$ cat config.mk
export PLATFORM = sky130hd
export DESIGN_NAME = bcd_down_timer_flat
export DESIGN_NICKNAME = d
export VERILOG_FILES = /design/src/rtl/bcd_down_timer_pkg.sv /design/src/rtl/bcd_down_timer_if.sv /design/src/rtl/bcd_digit_down.sv /design/src/rtl/bcd_down_timer.sv /design/src/flat_wrapper.sv
export SDC_FILE = /design/constraint.sdc
export NUM_CORES = 1
export LEC_CHECK = 0
export CORE_MARGIN = 4
export CORE_UTILIZATION = 46
export DETAILED_ROUTE_END_ITERATION = 8
export GPL_TIMING_DRIVEN = 1
export HOLD_SLACK_MARGIN = 0.12
export PLACE_DENSITY = 0.75
export SETUP_SLACK_MARGIN = 0.02
export SLEW_MARGIN = 20
export SYNTH_ARGS = -nofsm -noshare
export SYNTH_HDL_FRONTEND = slang
export SYNTH_SLANG_ARGS = --single-unit
$ cat constraint.sdc
create_clock -name clk -period 2.2 [get_ports clk]
set_input_delay 0.33 -clock clk [delete_from_list [all_inputs] [get_ports clk]]
set_output_delay 0.33 -clock clk [all_outputs]
set_load 0.02 [all_outputs]
$ cat src/rtl/bcd_down_timer_pkg.sv
// Shared definitions for the BCD down timer: digit geometry, FSM states and
// small BCD helper functions.
package bcd_down_timer_pkg;

    localparam int BCD_W = 4;
    localparam logic [BCD_W-1:0] BCD_MAX = 4'd9;

    typedef enum logic [1:0] {
        IDLE    = 2'd0,
        RUN     = 2'd1,
        EXPIRED = 2'd2
    } state_e;

    function automatic logic bcd_valid(input logic [BCD_W-1:0] d);
        return (d <= BCD_MAX);
    endfunction

    // Out-of-range digits saturate to the largest legal BCD value.
    function automatic logic [BCD_W-1:0] bcd_clamp(input logic [BCD_W-1:0] d);
        return bcd_valid(d) ? d : BCD_MAX;
    endfunction

endpackage

$ cat src/rtl/bcd_down_timer_if.sv
// Control/status bundle of the BCD down timer; the timer is the slave side.
interface bcd_down_timer_if #(
    parameter int DIGITS = 4
);
    logic                  en;
    logic                  load;
    logic [4*DIGITS-1:0]   preset;
    logic                  start;
    logic                  stop;
    logic                  auto_reload;
    logic [4*DIGITS-1:0]   cnt;
    logic                  tc;
    logic                  done;
    logic                  err;

    modport master (
        output en, load, preset, start, stop, auto_reload,
        input  cnt, tc, done, err
    );

    modport slave (
        input  en, load, preset, start, stop, auto_reload,
        output cnt, tc, done, err
    );
endinterface

$ cat src/rtl/bcd_digit_down.sv
// One BCD digit of the down counter: load has priority over decrement and a
// decrement from 0 wraps to 9.
module bcd_digit_down
    import bcd_down_timer_pkg::*;
(
    input  logic             clk,
    input  logic             clr_n,
    input  logic             dec,
    input  logic             load,
    input  logic [BCD_W-1:0] d,
    output logic [BCD_W-1:0] q,
    output logic             is_zero
);

    logic [BCD_W-1:0] q_d;
    logic [BCD_W-1:0] q_q;

    // Next digit value: load, decrement with wrap, or hold.
    always_comb begin
        q_d = q_q;
        if (load) begin
            q_d = d;
        end else if (dec) begin
            q_d = (q_q == 4'd0) ? BCD_MAX : (q_q - 4'd1);
        end else begin
            q_d = q_q;
        end
    end

    // Digit register.
    always_ff @(posedge clk or negedge clr_n) begin
        if (!clr_n) begin
            q_q <= 4'd0;
        end else begin
            q_q <= q_d;
        end
    end

    assign q       = q_q;
    assign is_zero = (q_q == 4'd0);

endmodule

$ cat src/rtl/bcd_down_timer.sv
// Cascaded BCD down timer with start/stop/load control, optional auto reload,
// a one-cycle expiry pulse and a sticky invalid-preset flag.
module bcd_down_timer #(
    parameter int DIGITS = 4
) (
    input  logic             clk,
    input  logic             clr_n,
    bcd_down_timer_if.slave  bus
);
    import bcd_down_timer_pkg::*;

    localparam int W = BCD_W * DIGITS;

    state_e            state_q;
    state_e            state_d;
    logic [W-1:0]      reload_q;
    logic [W-1:0]      reload_d;
    logic              done_q;
    logic              done_d;
    logic              err_q;
    logic              err_d;

    logic [W-1:0]      preset_clamped_s;
    logic              preset_bad_s;
    logic [W-1:0]      cnt_s;
    logic [W-1:0]      dig_src_s;
    logic [DIGITS-1:0] dig_zero_s;
    logic [DIGITS-1:0] borrow_s;
    logic              dig_load_s;
    logic              dig_dec_s;
    logic              cnt_is_zero_s;
    logic              cnt_is_one_s;

    // Saturate each preset digit and flag any that were out of range.
    always_comb begin
        preset_clamped_s = '0;
        preset_bad_s     = 1'b0;
        for (int i = 0; i < DIGITS; i++) begin
            preset_clamped_s[BCD_W*i +: BCD_W] = bcd_clamp(bus.preset[BCD_W*i +: BCD_W]);
            preset_bad_s = preset_bad_s | ~bcd_valid(bus.preset[BCD_W*i +: BCD_W]);
        end
    end

    assign borrow_s[0] = dig_dec_s;

    for (genvar g = 0; g < DIGITS; g++) begin : g_digit
        bcd_digit_down u_digit (
            .clk     (clk),
            .clr_n   (clr_n),
            .dec     (borrow_s[g]),
            .load    (dig_load_s),
            .d       (dig_src_s[BCD_W*g +: BCD_W]),
            .q       (cnt_s[BCD_W*g +: BCD_W]),
            .is_zero (dig_zero_s[g])
        );
        // A digit only borrows from the next one up when it is itself at 0.
        if (g < DIGITS - 1) begin : g_borrow
            assign borrow_s[g+1] = borrow_s[g] & dig_zero_s[g];
        end
    end

    assign cnt_is_zero_s = &dig_zero_s;
    assign cnt_is_one_s  = (cnt_s == W'(1));

    // FSM next state, reload register and digit-chain control.
    always_comb begin
        state_d    = state_q;
        reload_d   = reload_q;
        done_d     = 1'b0;
        err_d      = err_q;
        dig_load_s = 1'b0;
        dig_dec_s  = 1'b0;
        dig_src_s  = preset_clamped_s;
        if (bus.stop) begin
            state_d = IDLE;
        end else if (bus.load) begin
            dig_load_s = 1'b1;
            reload_d   = preset_clamped_s;
            err_d      = preset_bad_s;
            case (state_q)
                IDLE:    state_d = bus.start ? RUN : IDLE;
                RUN:     state_d = RUN;
                EXPIRED: state_d = IDLE;
                default: state_d = IDLE;
            endcase
        end else begin
            case (state_q)
                IDLE: begin
                    if (bus.start && cnt_is_zero_s) begin
                        done_d  = 1'b1;
                        state_d = EXPIRED;
                    end else if (bus.start) begin
                        state_d = RUN;
                    end else begin
                        state_d = IDLE;
                    end
                end
                RUN: begin
                    // A zero count in RUN (preset of 0 loaded) expires on the next enable.
                    if (!bus.en) begin
                        state_d = RUN;
                    end else if (cnt_is_zero_s) begin
                        done_d  = 1'b1;
                        state_d = EXPIRED;
                    end else if (cnt_is_one_s && bus.auto_reload) begin
                        done_d     = 1'b1;
                        dig_load_s = 1'b1;
                        dig_src_s  = reload_q;
                    end else if (cnt_is_one_s) begin
                        done_d    = 1'b1;
                        dig_dec_s = 1'b1;
                        state_d   = EXPIRED;
                    end else begin
                        dig_dec_s = 1'b1;
                    end
                end
                EXPIRED: state_d = EXPIRED;
                default: state_d = IDLE;
            endcase
        end
    end

    // State, reload and status registers.
    always_ff @(posedge clk or negedge clr_n) begin
        if (!clr_n) begin
            state_q  <= IDLE;
            reload_q <= '0;
            done_q   <= 1'b0;
            err_q    <= 1'b0;
        end else begin
            state_q  <= state_d;
            reload_q <= reload_d;
            done_q   <= done_d;
            err_q    <= err_d;
        end
    end

    assign bus.cnt  = cnt_s;
    assign bus.done = done_q;
    assign bus.err  = err_q;
    assign bus.tc   = (state_q == RUN) & bus.en & cnt_is_one_s;

endmodule

$ cat src/flat_wrapper.sv
// flat-port wrapper written by rule: the top's interface ports become plain ports
module bcd_down_timer_flat import bcd_down_timer_pkg::*;
#(
    parameter int DIGITS = 4
)
  (clk, clr_n, bus_en, bus_load, bus_preset, bus_start, bus_stop, bus_auto_reload, bus_cnt, bus_tc, bus_done, bus_err);
  bcd_down_timer_if #(.DIGITS(DIGITS)) bus_i ();
  input  logic clk;
  input  logic clr_n;
  input wire logic [$bits(bus_i.en)-1:0] bus_en;
  input wire logic [$bits(bus_i.load)-1:0] bus_load;
  input wire logic [$bits(bus_i.preset)-1:0] bus_preset;
  input wire logic [$bits(bus_i.start)-1:0] bus_start;
  input wire logic [$bits(bus_i.stop)-1:0] bus_stop;
  input wire logic [$bits(bus_i.auto_reload)-1:0] bus_auto_reload;
  output wire logic [$bits(bus_i.cnt)-1:0] bus_cnt;
  output wire logic [$bits(bus_i.tc)-1:0] bus_tc;
  output wire logic [$bits(bus_i.done)-1:0] bus_done;
  output wire logic [$bits(bus_i.err)-1:0] bus_err;
  assign bus_i.en = bus_en;
  assign bus_i.load = bus_load;
  assign bus_i.preset = bus_preset;
  assign bus_i.start = bus_start;
  assign bus_i.stop = bus_stop;
  assign bus_i.auto_reload = bus_auto_reload;
  assign bus_cnt = bus_i.cnt;
  assign bus_tc = bus_i.tc;
  assign bus_done = bus_i.done;
  assign bus_err = bus_i.err;
  bcd_down_timer #(.DIGITS(DIGITS)) u_core (.clk(clk), .clr_n(clr_n), .bus(bus_i));
endmodule
==> reports/results.ini <==
[run_status]
status=complete, but fails checks
failed_checks=setup timing

[global_routing]
grt_total_usage_pct=24.0
grt_max_degree=37
overflow_left_after_global_routing=0
grt_pass1_vias=2109
antenna_found_initial=0
global_route_wire_length_before_repair_um=10300

[timing]
final_hold_vio_count=0
final.period_utilization_pct=105
setup_viol=11
fmaxAchievable_mhz=435
timing.final.max_slew_violations=0
worstMarginPinSlew_ns=0.550
setup_ws_ns=-0.0999
rsz_0062_raised_after_global_routing=yes
relSlewSlack_pct=63.1
finalWorstPathRequiredPeriod_ns=2.30
clock_skew_ns=0.00733

[routing]
routed_wl_um=6430
drc=0
dr_total_vias=2161
drtAntennaViolNets=0
vias_per_cell=5.84
avgRoutedWirePerCell_um=17.4
drt_iter0_drc=232
first_drt_pass_iteration_count=5

[die]
floorplan.die.width_um=75.7
floorplan.initialDensity_pct=48.1
chipHeight_um=75.7
dieArea_um2=5730
core_region_area_um2=4380
top_level_ports=42
std_cell_rows=24

[synthesis]
syn_nets=253
netlist.area_leader.share_pct=42.7
syn_area_um2=2110
synth_seq_area_share_pct=42.7
synth.top_cells.by_area=sky130_fd_sc_hd__dfrtp_1 43%, sky130_fd_sc_hd__nand2_1 6.9%, sky130_fd_sc_hd__o21ai_0 4.3%, sky130_fd_sc_hd__mux2i_1 3.3%, sky130_fd_sc_hd__nor2_1 2.8%
syn_area_per_cell_um2=9.17
netlist-cell-type-count=49
synth.yosys.warnings=0
post_synth_inst_count=230
synth_top_area_cell=sky130_fd_sc_hd__dfrtp_1
ys_ff_latch=36
ys_async_sr_fraction_pct=100
yosys_most_used_dff=sky130_fd_sc_hd__dfrtp_1
number_of_synthesized_flops_with_an_enable_pin=0

[pwr]
cellInternalPower_w=0.00132
power.leakage_nw=1.37
power_frac_comb_pct=30.5
pwr-share-seq_pct=42.2
pd_cells_nw_per_um2=615
p_sw_share_pct=31.0
fin_total_pwr_w=0.00191
p_switching_w=0.000590
worst_ir_drop_vdd_v=0.000513
clockPowerShare_pct=27.3

[final_layout]
fin_cells=370
area_growth_syn_to_layout_pct=46.9
final_nets=340
multi_input_comb_area_um2=1210
layout.filler_cells=332
final_layout_size_suffix_gt1_share_pct=26.1
layout.area.seq_um2=906
diodes=0

[min_path]
type_of_the_worst_min_delay_path=primary input to async pin

[place]
placed_cells_incl_taps=357
globalplace.congestion=0.911
dp_hpwl_um=4640
port-buffer-count=41

[worst_setup_path]
critPathArrivalTime_ns=2.52
worstPathMaxFanout=7
type_of_element_capturing_the_critical_path=flip-flop
timing.setup.critical_path_class=flip-flop to flip-flop
critPathRequiredTime_ns=2.42
startpoint_type_of_the_worst_setup_path=flip-flop

[clock_network]
clkSlewWorstSetupHoldPaths_ns=0.07
clock_latency_ns=0.29
ctsRootBufferMaster=sky130_fd_sc_hd__clkbuf_8
tritoncts=done
cts_htree_levels=2
cts_buffer_depth=2
cts.sink_count=36
cts-hold-fix-buffers=0
cts_buffers=5

[job]
reported_max_cap_violation_count=0

[critical path, stage by stage (launching register included)]
cell,delay (ns)
sky130_fd_sc_hd__dfrtp_2,0.41
sky130_fd_sc_hd__or4_4,0.53
sky130_fd_sc_hd__buf_6,0.15
sky130_fd_sc_hd__nor4b_4,0.35
sky130_fd_sc_hd__buf_4,0.21
sky130_fd_sc_hd__nand4b_4,0.18
sky130_fd_sc_hd__a211o_1,0.31
sky130_fd_sc_hd__o21ai_1,0.08
[logic make-up (layout without fill, tap and decap cells)]
group | after synthesis | in the layout | synth area share [%]
AOI/OAI and AO/OA | 64 | 64 | 19.8
xor gates and xnor gates | 2 | 2 | 0.831
buffers and inverters | 13 | 101 | 2.85
DFF | 36 | 36 | 42.7
muxes | 9 | 9 | 4.39
and+or+nand+nor | 106 | 106 | 29.5
[cell usage after synthesis, types with 3 or more instances]
| library cell | count |
|---|---|
| sky130_fd_sc_hd__nand2_1 | 39 |
| sky130_fd_sc_hd__dfrtp_1 | 36 |
| sky130_fd_sc_hd__o21ai_0 | 18 |
| sky130_fd_sc_hd__nor2_1 | 16 |
| sky130_fd_sc_hd__a21oi_1 | 11 |
| sky130_fd_sc_hd__nand2b_1 | 9 |
| sky130_fd_sc_hd__mux2i_1 | 7 |
| sky130_fd_sc_hd__nor3_1 | 7 |
| sky130_fd_sc_hd__clkbuf_1 | 6 |
| sky130_fd_sc_hd__nand3_1 | 5 |
| sky130_fd_sc_hd__nor2b_1 | 4 |
| sky130_fd_sc_hd__o22ai_1 | 4 |
| sky130_fd_sc_hd__or4_1 | 4 |
| sky130_fd_sc_hd__a211oi_1 | 3 |
| sky130_fd_sc_hd__a21o_1 | 3 |
| sky130_fd_sc_hd__a22oi_1 | 3 |
| sky130_fd_sc_hd__a32oi_1 | 3 |
| sky130_fd_sc_hd__inv_1 | 3 |
| sky130_fd_sc_hd__nor4_1 | 3 |
| sky130_fd_sc_hd__o21ai_1 | 3 |
| sky130_fd_sc_hd__o31a_1 | 3 |
[metrics by stage]
step | hold WS [ns] | setup TNS, ns | cell area, um2 | utilization (%) | worst slack [ns]
2_1_floorplan | 0.0344 | -0.241 | 2120 | - | -0.0706
3_3_place_gp | 0.450 | -0.858 | 2890 | 65.8 | -0.181
3_5_place_dp | 0.457 | -1.54 | 2890 | 65.8 | -0.183
4_1_cts | 0.473 | -0.241 | 3030 | 69.0 | -0.0560
5_1_grt | 0.496 | -1.19 | 3100 | 70.7 | -0.125
6_report | 0.455 | -0.532 | 3100 | 70.7 | -0.0999
[final timing paths]
path,startpoint,endpoint,slack (ns),cells past startpoint
setup / recovery,u_core.g_digit[2].u_digit.q[1]$_DFFE_PN0P_,u_core.g_digit[1].u_digit.q[1]$_DFFE_PN0P_,-0.1,7
hold / removal,clr_n,u_core.state_q[1]$_DFFE_PN0P_,0.45,2
setup reg to reg,u_core.g_digit[2].u_digit.q[1]$_DFFE_PN0P_,u_core.g_digit[1].u_digit.q[1]$_DFFE_PN0P_,-0.1,7
hold reg to reg,u_core.reload_q[1]$_DFFE_PN0P_,u_core.reload_q[1]$_DFFE_PN0P_,0.48,2
max in group asynchronous,clr_n,u_core.g_digit[1].u_digit.q[1]$_DFFE_PN0P_,1.39,2
min in group clk,u_core.reload_q[1]$_DFFE_PN0P_,u_core.reload_q[1]$_DFFE_PN0P_,0.48,2
[layout make-up]
cell class                      count  area share [%]
Clock buffer                        8            3.23
Inverter                            3           0.363
Multi-Input combinational cell    181            39.0
Sequential cell                    36            29.2
Tap cell                           52            2.10
Timing Repair Buffer               90            26.0
[flip-flops by register name, indices dropped and copies added, names as in the netlist]
name,count
u_core.bus.done,1
u_core.bus.err,1
u_core.g_digit.u_digit.q,16
u_core.reload_q,16
u_core.state_q,2
[layer usage]
metal  share of wire, %  GRT usage, %
met4                1.9          8.35
met2                 49          38.5
met1                 43          31.7
met5                  0             0
met3                6.4          5.54
[power by group through the flow]
stage,Sequential (W),Combinational (W),Clock (W)
CTS,0.000801,0.000562,0.000524
detailed placement,0.000812,0.000548,0
global route,0.000813,0.000627,0.000563
global placement,0.000808,0.000537,0
floorplan,0.000881,0.000186,0
finish,0.000803,0.000581,0.000521
[placed cells by master (no fill, tap or decap), types with 3 or more instances in the layout]
| master | count |
|---|---|
| sky130_fd_sc_hd__dfrtp_1 | 32 |
| sky130_fd_sc_hd__buf_4 | 44 |
| sky130_fd_sc_hd__o31a_1 | 3 |
| sky130_fd_sc_hd__a32oi_1 | 3 |
| sky130_fd_sc_hd__o21ai_0 | 16 |
| sky130_fd_sc_hd__nor3_1 | 6 |
| sky130_fd_sc_hd__clkdlybuf4s50_1 | 40 |
| sky130_fd_sc_hd__a21o_1 | 3 |
| sky130_fd_sc_hd__o22ai_1 | 4 |
| sky130_fd_sc_hd__clkbuf_8 | 7 |
| sky130_fd_sc_hd__nor2_1 | 15 |
| sky130_fd_sc_hd__or4_1 | 3 |
| sky130_fd_sc_hd__a21oi_1 | 10 |
| sky130_fd_sc_hd__nor2b_1 | 4 |
| sky130_fd_sc_hd__nand2_1 | 39 |
| sky130_fd_sc_hd__nand2b_1 | 9 |
| sky130_fd_sc_hd__dfrtp_2 | 4 |
| sky130_fd_sc_hd__inv_1 | 3 |
| sky130_fd_sc_hd__o21ai_1 | 5 |
| sky130_fd_sc_hd__mux2i_1 | 7 |
| sky130_fd_sc_hd__buf_6 | 5 |
| sky130_fd_sc_hd__nand3_1 | 4 |
[repair_timing]
item / in CTS / in global routing
setup endpoints to repair: 16 / 16
pin swaps: 4 / 8
resized for setup: 11 / 13
buffers inserted: 2 / 3
No activity file was read; power rests on OpenSTA's default activity.
